==> src/rtl/con_bus_sequencer_pkg.sv <==
// con_bus_sequencer_pkg: shared types and helpers for the con bus sequencer.
// Revision: 1.0
`default_nettype none

`ifndef CON_SEQ_CH_OK
`define CON_SEQ_CH_OK(n) (((n) % 3) == 0)
`endif

package con_bus_sequencer_pkg;

  typedef struct packed {
    int unsigned data_width;
    int unsigned fm_width;
    int unsigned fm_height;
    int unsigned out_channels;
    int unsigned k_beats;
    int unsigned x_beats;
  } config_t;

  typedef enum logic [2:0] {
    S_IDLE      = 3'd0,
    S_LOAD_K    = 3'd1,
    S_LOAD_X    = 3'd2,
    S_TURN_OUT  = 3'd3,
    S_DRIVE_OUT = 3'd4,
    S_TURN_IN   = 3'd5
  } con_seq_state_t;

  // Counters of size 1 or 2 still need a 1-bit register.
  function automatic int clog2_min1(input int n);
    return (n <= 2) ? 1 : $clog2(n);
  endfunction

  function automatic int beat_idx_w(input int k_beats, input int x_beats);
    return clog2_min1((k_beats > x_beats) ? k_beats : x_beats);
  endfunction

endpackage

`default_nettype wire

==> src/rtl/con_bus_sequencer_coord_counter.sv <==
// coord_counter: nested ch (step 3) / x / y output-coordinate counters.
// Revision: 1.0
`default_nettype none

module coord_counter
  import con_bus_sequencer_pkg::*;
#(
  parameter int WIDTH  = 128,
  parameter int HEIGHT = 128,
  parameter int NB_CH  = 6,
  localparam int X_W   = clog2_min1(WIDTH),
  localparam int Y_W   = clog2_min1(HEIGHT),
  localparam int CH_W  = clog2_min1(NB_CH)
) (
  input  logic            clk,
  input  logic            arst_n,
  input  logic            clear_i,
  input  logic            advance_i,
  output logic [CH_W-1:0] ch_o,
  output logic [X_W-1:0]  x_o,
  output logic [Y_W-1:0]  y_o,
  output logic            ch_last_o,
  output logic            last_pixel_o
);

  logic [CH_W-1:0] ch_q, ch_d;
  logic [X_W-1:0]  x_q, x_d;
  logic [Y_W-1:0]  y_q, y_d;
  logic            w_x_last, w_y_last;

  assign ch_last_o    = (ch_q == CH_W'(NB_CH - 3));
  assign w_x_last     = (x_q == X_W'(WIDTH - 1));
  assign w_y_last     = (y_q == Y_W'(HEIGHT - 1));
  assign last_pixel_o = w_x_last && w_y_last;

  always_comb begin
    ch_d = ch_q;
    x_d  = x_q;
    y_d  = y_q;
    if (clear_i) begin
      ch_d = '0;
      x_d  = '0;
      y_d  = '0;
    end else if (advance_i) begin
      if (ch_last_o) begin
        ch_d = '0;
        if (w_x_last) begin
          x_d = '0;
          y_d = w_y_last ? '0 : y_q + Y_W'(1);
        end else begin
          x_d = x_q + X_W'(1);
        end
      end else begin
        ch_d = ch_q + CH_W'(3);
      end
    end
  end

  always_ff @(posedge clk) begin
    if (!arst_n) begin
      ch_q <= '0;
      x_q  <= '0;
      y_q  <= '0;
    end else begin
      ch_q <= ch_d;
      x_q  <= x_d;
      y_q  <= y_d;
    end
  end

  assign ch_o = ch_q;
  assign x_o  = x_q;
  assign y_o  = y_q;

endmodule

`default_nettype wire

==> src/rtl/con_bus_sequencer.sv <==
// con_bus_sequencer: loads K/X beats from the shared con bus, then turns it around to drive results out.
// Revision: 1.0
`default_nettype none

module con_bus_sequencer
  import con_bus_sequencer_pkg::*;
#(
  parameter int DATA_WIDTH         = 16,
  parameter int FEATURE_MAP_WIDTH  = 128,
  parameter int FEATURE_MAP_HEIGHT = 128,
  parameter int OUTPUT_NB_CHANNELS = 6,
  parameter int K_BEATS            = 18,
  parameter int X_BEATS            = 3,
  localparam int IDX_W             = beat_idx_w(K_BEATS, X_BEATS),
  localparam int X_W               = clog2_min1(FEATURE_MAP_WIDTH),
  localparam int Y_W               = clog2_min1(FEATURE_MAP_HEIGHT),
  localparam int CH_W              = clog2_min1(OUTPUT_NB_CHANNELS)
) (
  input  logic                  clk,
  input  logic                  arst_n,
  input  logic                  start,
  output logic                  running,
  input  logic                  con_valid,
  output logic                  con_ready,
  input  logic [DATA_WIDTH-1:0] con_in_1,
  input  logic [DATA_WIDTH-1:0] con_in_2,
  input  logic [DATA_WIDTH-1:0] con_in_3,
  output logic [DATA_WIDTH-1:0] con_out_1,
  output logic [DATA_WIDTH-1:0] con_out_2,
  output logic [DATA_WIDTH-1:0] con_out_3,
  output logic                  dut_driving_cons,
  output logic                  last_load_K,
  output logic                  ld_k_en,
  output logic                  ld_x_en,
  output logic [IDX_W-1:0]      ld_idx,
  output logic [DATA_WIDTH-1:0] ld_data_1,
  output logic [DATA_WIDTH-1:0] ld_data_2,
  output logic [DATA_WIDTH-1:0] ld_data_3,
  input  logic                  res_valid,
  input  logic [DATA_WIDTH-1:0] res_data_1,
  input  logic [DATA_WIDTH-1:0] res_data_2,
  input  logic [DATA_WIDTH-1:0] res_data_3,
  output logic                  res_ready,
  output logic                  output_valid,
  output logic [X_W-1:0]        output_x,
  output logic [Y_W-1:0]        output_y,
  output logic [CH_W-1:0]       output_ch
);

  if (!`CON_SEQ_CH_OK(OUTPUT_NB_CHANNELS)) begin : g_ch_check
    $error("OUTPUT_NB_CHANNELS must be a multiple of 3");
  end

  con_seq_state_t        state_q, state_d;
  logic [IDX_W-1:0]      k_cnt_q, k_cnt_d;
  logic [IDX_W-1:0]      x_cnt_q, x_cnt_d;
  logic                  pix_done_q, pix_done_d;
  logic                  last_pix_q, last_pix_d;
  logic                  drive_q, drive_d;
  logic                  out_valid_q, out_valid_d;
  logic [DATA_WIDTH-1:0] out_1_q, out_1_d, out_2_q, out_2_d, out_3_q, out_3_d;
  logic [X_W-1:0]        out_x_q, out_x_d;
  logic [Y_W-1:0]        out_y_q, out_y_d;
  logic [CH_W-1:0]       out_ch_q, out_ch_d;

  logic                  w_cnt_clear, w_cnt_adv;
  logic [CH_W-1:0]       w_ch;
  logic [X_W-1:0]        w_x;
  logic [Y_W-1:0]        w_y;
  logic                  w_ch_last, w_last_pixel;

  coord_counter #(
    .WIDTH  (FEATURE_MAP_WIDTH),
    .HEIGHT (FEATURE_MAP_HEIGHT),
    .NB_CH  (OUTPUT_NB_CHANNELS)
  ) u_coord (
    .clk          (clk),
    .arst_n       (arst_n),
    .clear_i      (w_cnt_clear),
    .advance_i    (w_cnt_adv),
    .ch_o         (w_ch),
    .x_o          (w_x),
    .y_o          (w_y),
    .ch_last_o    (w_ch_last),
    .last_pixel_o (w_last_pixel)
  );

  always_comb begin
    state_d     = state_q;
    k_cnt_d     = k_cnt_q;
    x_cnt_d     = x_cnt_q;
    pix_done_d  = pix_done_q;
    last_pix_d  = last_pix_q;
    out_valid_d = 1'b0;
    out_1_d     = out_1_q;
    out_2_d     = out_2_q;
    out_3_d     = out_3_q;
    out_x_d     = out_x_q;
    out_y_d     = out_y_q;
    out_ch_d    = out_ch_q;
    con_ready   = 1'b0;
    res_ready   = 1'b0;
    ld_k_en     = 1'b0;
    ld_x_en     = 1'b0;
    ld_idx      = '0;
    last_load_K = 1'b0;
    w_cnt_clear = 1'b0;
    w_cnt_adv   = 1'b0;

    unique case (state_q)
      S_IDLE: begin
        if (start) begin
          state_d     = S_LOAD_K;
          k_cnt_d     = '0;
          x_cnt_d     = '0;
          pix_done_d  = 1'b0;
          last_pix_d  = 1'b0;
          w_cnt_clear = 1'b1;
        end
      end
      S_LOAD_K: begin
        con_ready   = 1'b1;
        last_load_K = (k_cnt_q == IDX_W'(K_BEATS - 1));
        if (con_valid) begin
          ld_k_en = 1'b1;
          ld_idx  = k_cnt_q;
          if (last_load_K) begin
            k_cnt_d = '0;
            state_d = S_LOAD_X;
          end else begin
            k_cnt_d = k_cnt_q + IDX_W'(1);
          end
        end
      end
      S_LOAD_X: begin
        con_ready = 1'b1;
        if (con_valid) begin
          ld_x_en = 1'b1;
          ld_idx  = x_cnt_q;
          if (x_cnt_q == IDX_W'(X_BEATS - 1)) begin
            x_cnt_d = '0;
            state_d = S_TURN_OUT;
          end else begin
            x_cnt_d = x_cnt_q + IDX_W'(1);
          end
        end
      end
      S_TURN_OUT: begin
        pix_done_d = 1'b0;
        state_d    = S_DRIVE_OUT;
      end
      S_DRIVE_OUT: begin
        // The pixel's final beat is on the bus this cycle; take no more results.
        if (pix_done_q) begin
          state_d = last_pix_q ? S_IDLE : S_TURN_IN;
        end else begin
          res_ready = 1'b1;
          if (res_valid) begin
            out_valid_d = 1'b1;
            out_1_d     = res_data_1;
            out_2_d     = res_data_2;
            out_3_d     = res_data_3;
            out_x_d     = w_x;
            out_y_d     = w_y;
            out_ch_d    = w_ch;
            w_cnt_adv   = 1'b1;
            if (w_ch_last) begin
              pix_done_d = 1'b1;
              last_pix_d = w_last_pixel;
            end
          end
        end
      end
      S_TURN_IN: begin
        x_cnt_d = '0;
        state_d = S_LOAD_X;
      end
      default: state_d = S_IDLE;
    endcase

    drive_d = (state_d == S_TURN_OUT) || (state_d == S_DRIVE_OUT);
  end

  always_ff @(posedge clk) begin
    if (!arst_n) begin
      state_q     <= S_IDLE;
      k_cnt_q     <= '0;
      x_cnt_q     <= '0;
      pix_done_q  <= 1'b0;
      last_pix_q  <= 1'b0;
      drive_q     <= 1'b0;
      out_valid_q <= 1'b0;
      out_1_q     <= '0;
      out_2_q     <= '0;
      out_3_q     <= '0;
      out_x_q     <= '0;
      out_y_q     <= '0;
      out_ch_q    <= '0;
    end else begin
      state_q     <= state_d;
      k_cnt_q     <= k_cnt_d;
      x_cnt_q     <= x_cnt_d;
      pix_done_q  <= pix_done_d;
      last_pix_q  <= last_pix_d;
      drive_q     <= drive_d;
      out_valid_q <= out_valid_d;
      out_1_q     <= out_1_d;
      out_2_q     <= out_2_d;
      out_3_q     <= out_3_d;
      out_x_q     <= out_x_d;
      out_y_q     <= out_y_d;
      out_ch_q    <= out_ch_d;
    end
  end

  assign running          = (state_q != S_IDLE);
  assign dut_driving_cons = drive_q;
  assign output_valid     = out_valid_q;
  assign output_x         = out_x_q;
  assign output_y         = out_y_q;
  assign output_ch        = out_ch_q;
  assign con_out_1        = out_1_q;
  assign con_out_2        = out_2_q;
  assign con_out_3        = out_3_q;
  assign ld_data_1        = (ld_k_en || ld_x_en) ? con_in_1 : '0;
  assign ld_data_2        = (ld_k_en || ld_x_en) ? con_in_2 : '0;
  assign ld_data_3        = (ld_k_en || ld_x_en) ? con_in_3 : '0;

endmodule

`default_nettype wire

==> config.mk <==
export PLATFORM = sky130hd
export DESIGN_NAME = con_bus_sequencer
export DESIGN_NICKNAME = d
export VERILOG_FILES = /design/src/rtl/con_bus_sequencer_pkg.sv /design/src/rtl/con_bus_sequencer_coord_counter.sv /design/src/rtl/con_bus_sequencer.sv
export SDC_FILE = /design/constraint.sdc
export NUM_CORES = 1
export LEC_CHECK = 0
export BUFFER_PORTS_ARGS = -buffer_cell sky130_fd_sc_hd__buf_2
export CAP_MARGIN = 40
export CORE_ASPECT_RATIO = 1.1
export CORE_UTILIZATION = 41
export DETAILED_ROUTE_END_ITERATION = 16
export GPL_ROUTABILITY_DRIVEN = 0
export PLACE_DENSITY_LB_ADDON = 0.15
export SYNTH_ARGS = -nofsm -noshare
export SYNTH_HDL_FRONTEND = slang
export SYNTH_SLANG_ARGS = --single-unit
==> constraint.sdc <==
create_clock -name clk -period 1.9 [get_ports clk]
set_clock_uncertainty 0.2 [all_clocks]
set_input_delay 0.285 -clock clk [delete_from_list [all_inputs] [get_ports clk]]
set_output_delay 0.285 -clock clk [all_outputs]
set_load 0.05 [all_outputs]
==> key figures <==
Timing
  – Final-report hold violation count: 0
  – Rel. slew slack: a little over two thirds
  – Tmin final: around 2.4 ns
  – Max Freq: 416 MHz
  – Final period util: 126%
  – Worst slew pin tran: between 0.4 and 0.5 ns
  – Slew Viols, Final: 0
  – Fin worst setup slack: -0.503 ns
  – RSZ-0062 raised after global routing: true
  – Setup violators final: 130

Clocking
  – Clock Path Buffers: 2
  – CTS clk-pin slew, worst paths: around 0.060 ns
  – Clk sinks: just under 100
  – Worst-Skew Late Latency: ~0.35 ns
  – CTS root buffer: clkbuf_16
  – H-tree depth: 3
  – CTS tree: yes
  – CTS buffer count: 9

Critical path
  – CP endpoint kind: output port
  – Critical path class: register to output port
  – Highest net fanout along the worst path: 10
  – Worst EP required: about 1.4 ns
  – Crit path arrival time: 1.92 ns
  – Critical Path Source Type: register
  – Critical-path top delay cell: nor4b_4
  – Crit path top cell by count: buf_6
  – Crit path largest cell delay: approximately 0.38 ns
  – Crit path cell chain: buf_6 -> nor4b_4 -> nor2_4 -> clkbuf_16 -> nor2b_4 -> buf_6

Yosys
  – Post-synthesis sequential area ratio: a little under half
  – Post-synth EDFFs: 0
  – Cell variety after synth: 51
  – Commonest cells in the netlist: nand2_1 (150), dfxtp_1 (99), a21oi_1 (79), nor2b_1 (49), clkbuf_1 (22)
  – Area contributors post-synth: dfxtp_1 (45%), nand2_1 (13%), a21oi_1 (9.0%), nor2b_1 (7.0%), clkbuf_1 (1.9%)
  – Synth warn: 0
  – Top cell type's share of synthesized area: a little under half
  – Async SR Flop Fraction: 0%
  – Syn_area_per_cell: ~8 sq um
  – Mapped Cells: roughly 550
  – Count leader, synth: nand2_1
  – Ys flop type: dfxtp_1
  – Mapped Nets: 656
  – Synthesized area: roughly 4400 sq um
  – FF+latch count, synth: 99
  – Most area-hungry cell type in the Yosys netlist: dfxtp_1

Outcome
  – Violated checks: negative setup slack
  – Status: finished, violations left

Final layout
  – Fillers: about 600
  – Layout area overhead: 97.9%
  – Reg area: 1990 sq um
  – Final nets: around 1,000
  – Layout cell share with drive strength beyond 1: between 50% and 60%
  – Final Util: 83.3%
  – Area of the multi-input gates: around 3000 sq um

Power
  – PD cells: just under 600 nW/um^2
  – Pleak: just under 4 nW
  – Worst vdd ir: 0.000569 V

Detailed routing
  – ANT nets after route: 0
  – # DRC: 0
  – Final Routed Wirelength: between 15,000 and 20,000 um
  – Detailed-route via count: 5,544
  – Drt first pass iters: 5
  – Detailed Route Iter0 Violations: between 300 and 400
  – Vias/cell: approximately 5.3
  – WL per Instance: roughly 19 um

Die
  – Die area: 11,100 sq um
  – Cell Rows: 39
  – Die width: roughly 100 um
  – Core area: between 10,000 and 15,000 sq um
  – Die height: ~110 um
  – Initial cell density of the core: between 40% and 50%
  – # IOs: about 230

Global routing
  – Initial antenna violation count: 1
  – Largest net degree at the start of global routing: 73
  – Vias in the first global route: 5,337
  – GRT Residual Overflow: 0
  – Global-route wire length before repair: 26,500 um
  – Gr usage total: 31.2%

Run
  – Max_cap viols: 0

Placed design
  – Hpwl dp: around 11,000 um
  – Port bufs: roughly 230
  – DP Worst Slack: -0.163 ns

Min path
  – Hold/Removal Path Class: input pin to register
-- through the flow --
| stage | power, mW | std cells | cell area, sq um | hold slack [ns] | TNS, ns |
|---|---|---|---|---|---|
| floorplan | 2.50 | 549 | 4780 | 0.221 | -29.07 |
| global placement | 2.72 | 946 | 6500 | 0.240 | -5.00 |
| detailed placement | 2.73 | 946 | 6500 | 0.245 | -8.67 |
| CTS | 4.98 | 1029 | 8330 | 0.00134 | -32.64 |
| global route | 5.17 | 1038 | 8660 | 0.00907 | -37.67 |
| finish | 5.05 | 1038 | 8660 | 0.00650 | -30.75 |
-- sequential cells by signal (all words and copies together) (netlist names), 3 cells and up --
signal	flops
con_out_1	16
con_out_2	16
con_out_3	16
output_x	7
output_y	7
u_coord.x_o	7
u_coord.y_o	7
k_cnt_q	5
x_cnt_q	5
output_ch	3
state_q	3
u_coord.ch_o	3
-- layout make-up --
type | count | share of cell area (%)
Inverter | 6 | 0.289
Timing Repair Buffer | 365 | 36.3
Sequential cell | 99 | 23.0
Antenna cell | 1 | 0.0289
Tap cell | 143 | 2.07
Multi-Input combinational cell | 408 | 34.4
Clock inverter | 6 | 1.29
Clock buffer | 10 | 2.64
-- kinds of logic after synthesis --
logic type	count (synthesis)	share of synthesized area, %
AND/OR/NAND/NOR	280	31.7
AO/OA/AOI/OAI	107	13.9
flip-flops	99	45.3
buffers and inverters	42	4.15
XOR/XNOR	10	2.00
adder cells (fa/ha/maj)	6	1.72
multiplexers	5	1.20
-- layout by cell type, fill, tap and decap left out, types with 3 or more instances in the layout --
cell type / netlist / layout
nand3_1: 11 / 10
nand3b_1: 4 / 4
nand2_1: 150 / 130
nor2_1: 21 / 17
bufinv_16: 0 / 3
xnor2_1: 4 / 3
nor2b_4: 0 / 42
a22o_4: 0 / 5
inv_1: 6 / 3
or4_1: 4 / 4
dfxtp_1: 99 / 94
clkbuf_16: 0 / 12
xor2_1: 6 / 6
ha_1: 6 / 5
nand2_2: 0 / 7
buf_6: 1 / 47
nand2_4: 0 / 13
nand4_1: 5 / 5
buf_4: 0 / 59
nor3_1: 3 / 3
buf_16: 0 / 4
nand2b_1: 3 / 3
o21ai_1: 4 / 4
mux2i_1: 3 / 3
buf_8: 0 / 21
dlygate4sd3_1: 0 / 45
or3_1: 3 / 3
and3_1: 4 / 3
buf_2: 13 / 167
a21oi_2: 0 / 42
nor2b_2: 0 / 6
a21oi_1: 79 / 37
and2_1: 7 / 5
dfxtp_2: 0 / 4
and4_1: 4 / 3
buf_12: 0 / 19
-- path summary, 6_finish.rpt --
path,from,to,slack [ns],cells past startpoint
min reg2reg,con_out_3[13]$_SDFFE_PN0P_,con_out_3[13]$_SDFFE_PN0P_,0.25,2
min,res_data_2[13],con_out_2[13]$_SDFFE_PN0P_,0.006,3
max,state_q[1]$_SDFF_PN0_,ld_data_3[12],-0.50,6
max reg2reg,state_q[1]$_SDFF_PN0_,con_out_2[8]$_SDFFE_PN0P_,-0.23,10
-- power by group --
group          switching [mW]  internal [mW]  leakage (nW)  total [mW]
logic                   0.444          0.409          2.91       0.854
clock network           0.815           1.29         0.163        2.11
registers             0.00888           2.08         0.800        2.09
-- layer usage --
metal	global-route usage, %	up-vias	part of all wire, %
met5	0	-	0.22
met3	9.58	99	7.0
met1	32.0	2626	34
met2	54.6	283	53
li1	-	2534	-
met4	21.5	2	5.6
-- timing repair --
| action | in CTS | in global routing |
|---|---|---|
| hold endpoints to repair | 45 | 0 |
| gates cloned | 5 | 3 |
| setup buffers | 17 | 10 |
| hold buffers | 45 | 0 |
| pin swaps | 36 | 16 |
| endpoints found under the setup margin | 133 | 146 |
| gates resized for setup | 206 | 62 |
-- critical path: cells and delay by family, from the launching register on --
kind,cells,cell delay [ns]
buffers and inverters,3,0.52
AND/OR/NAND/NOR,3,0.71
flip-flops,1,0.33
No activity file was read; power rests on OpenSTA's default activity.
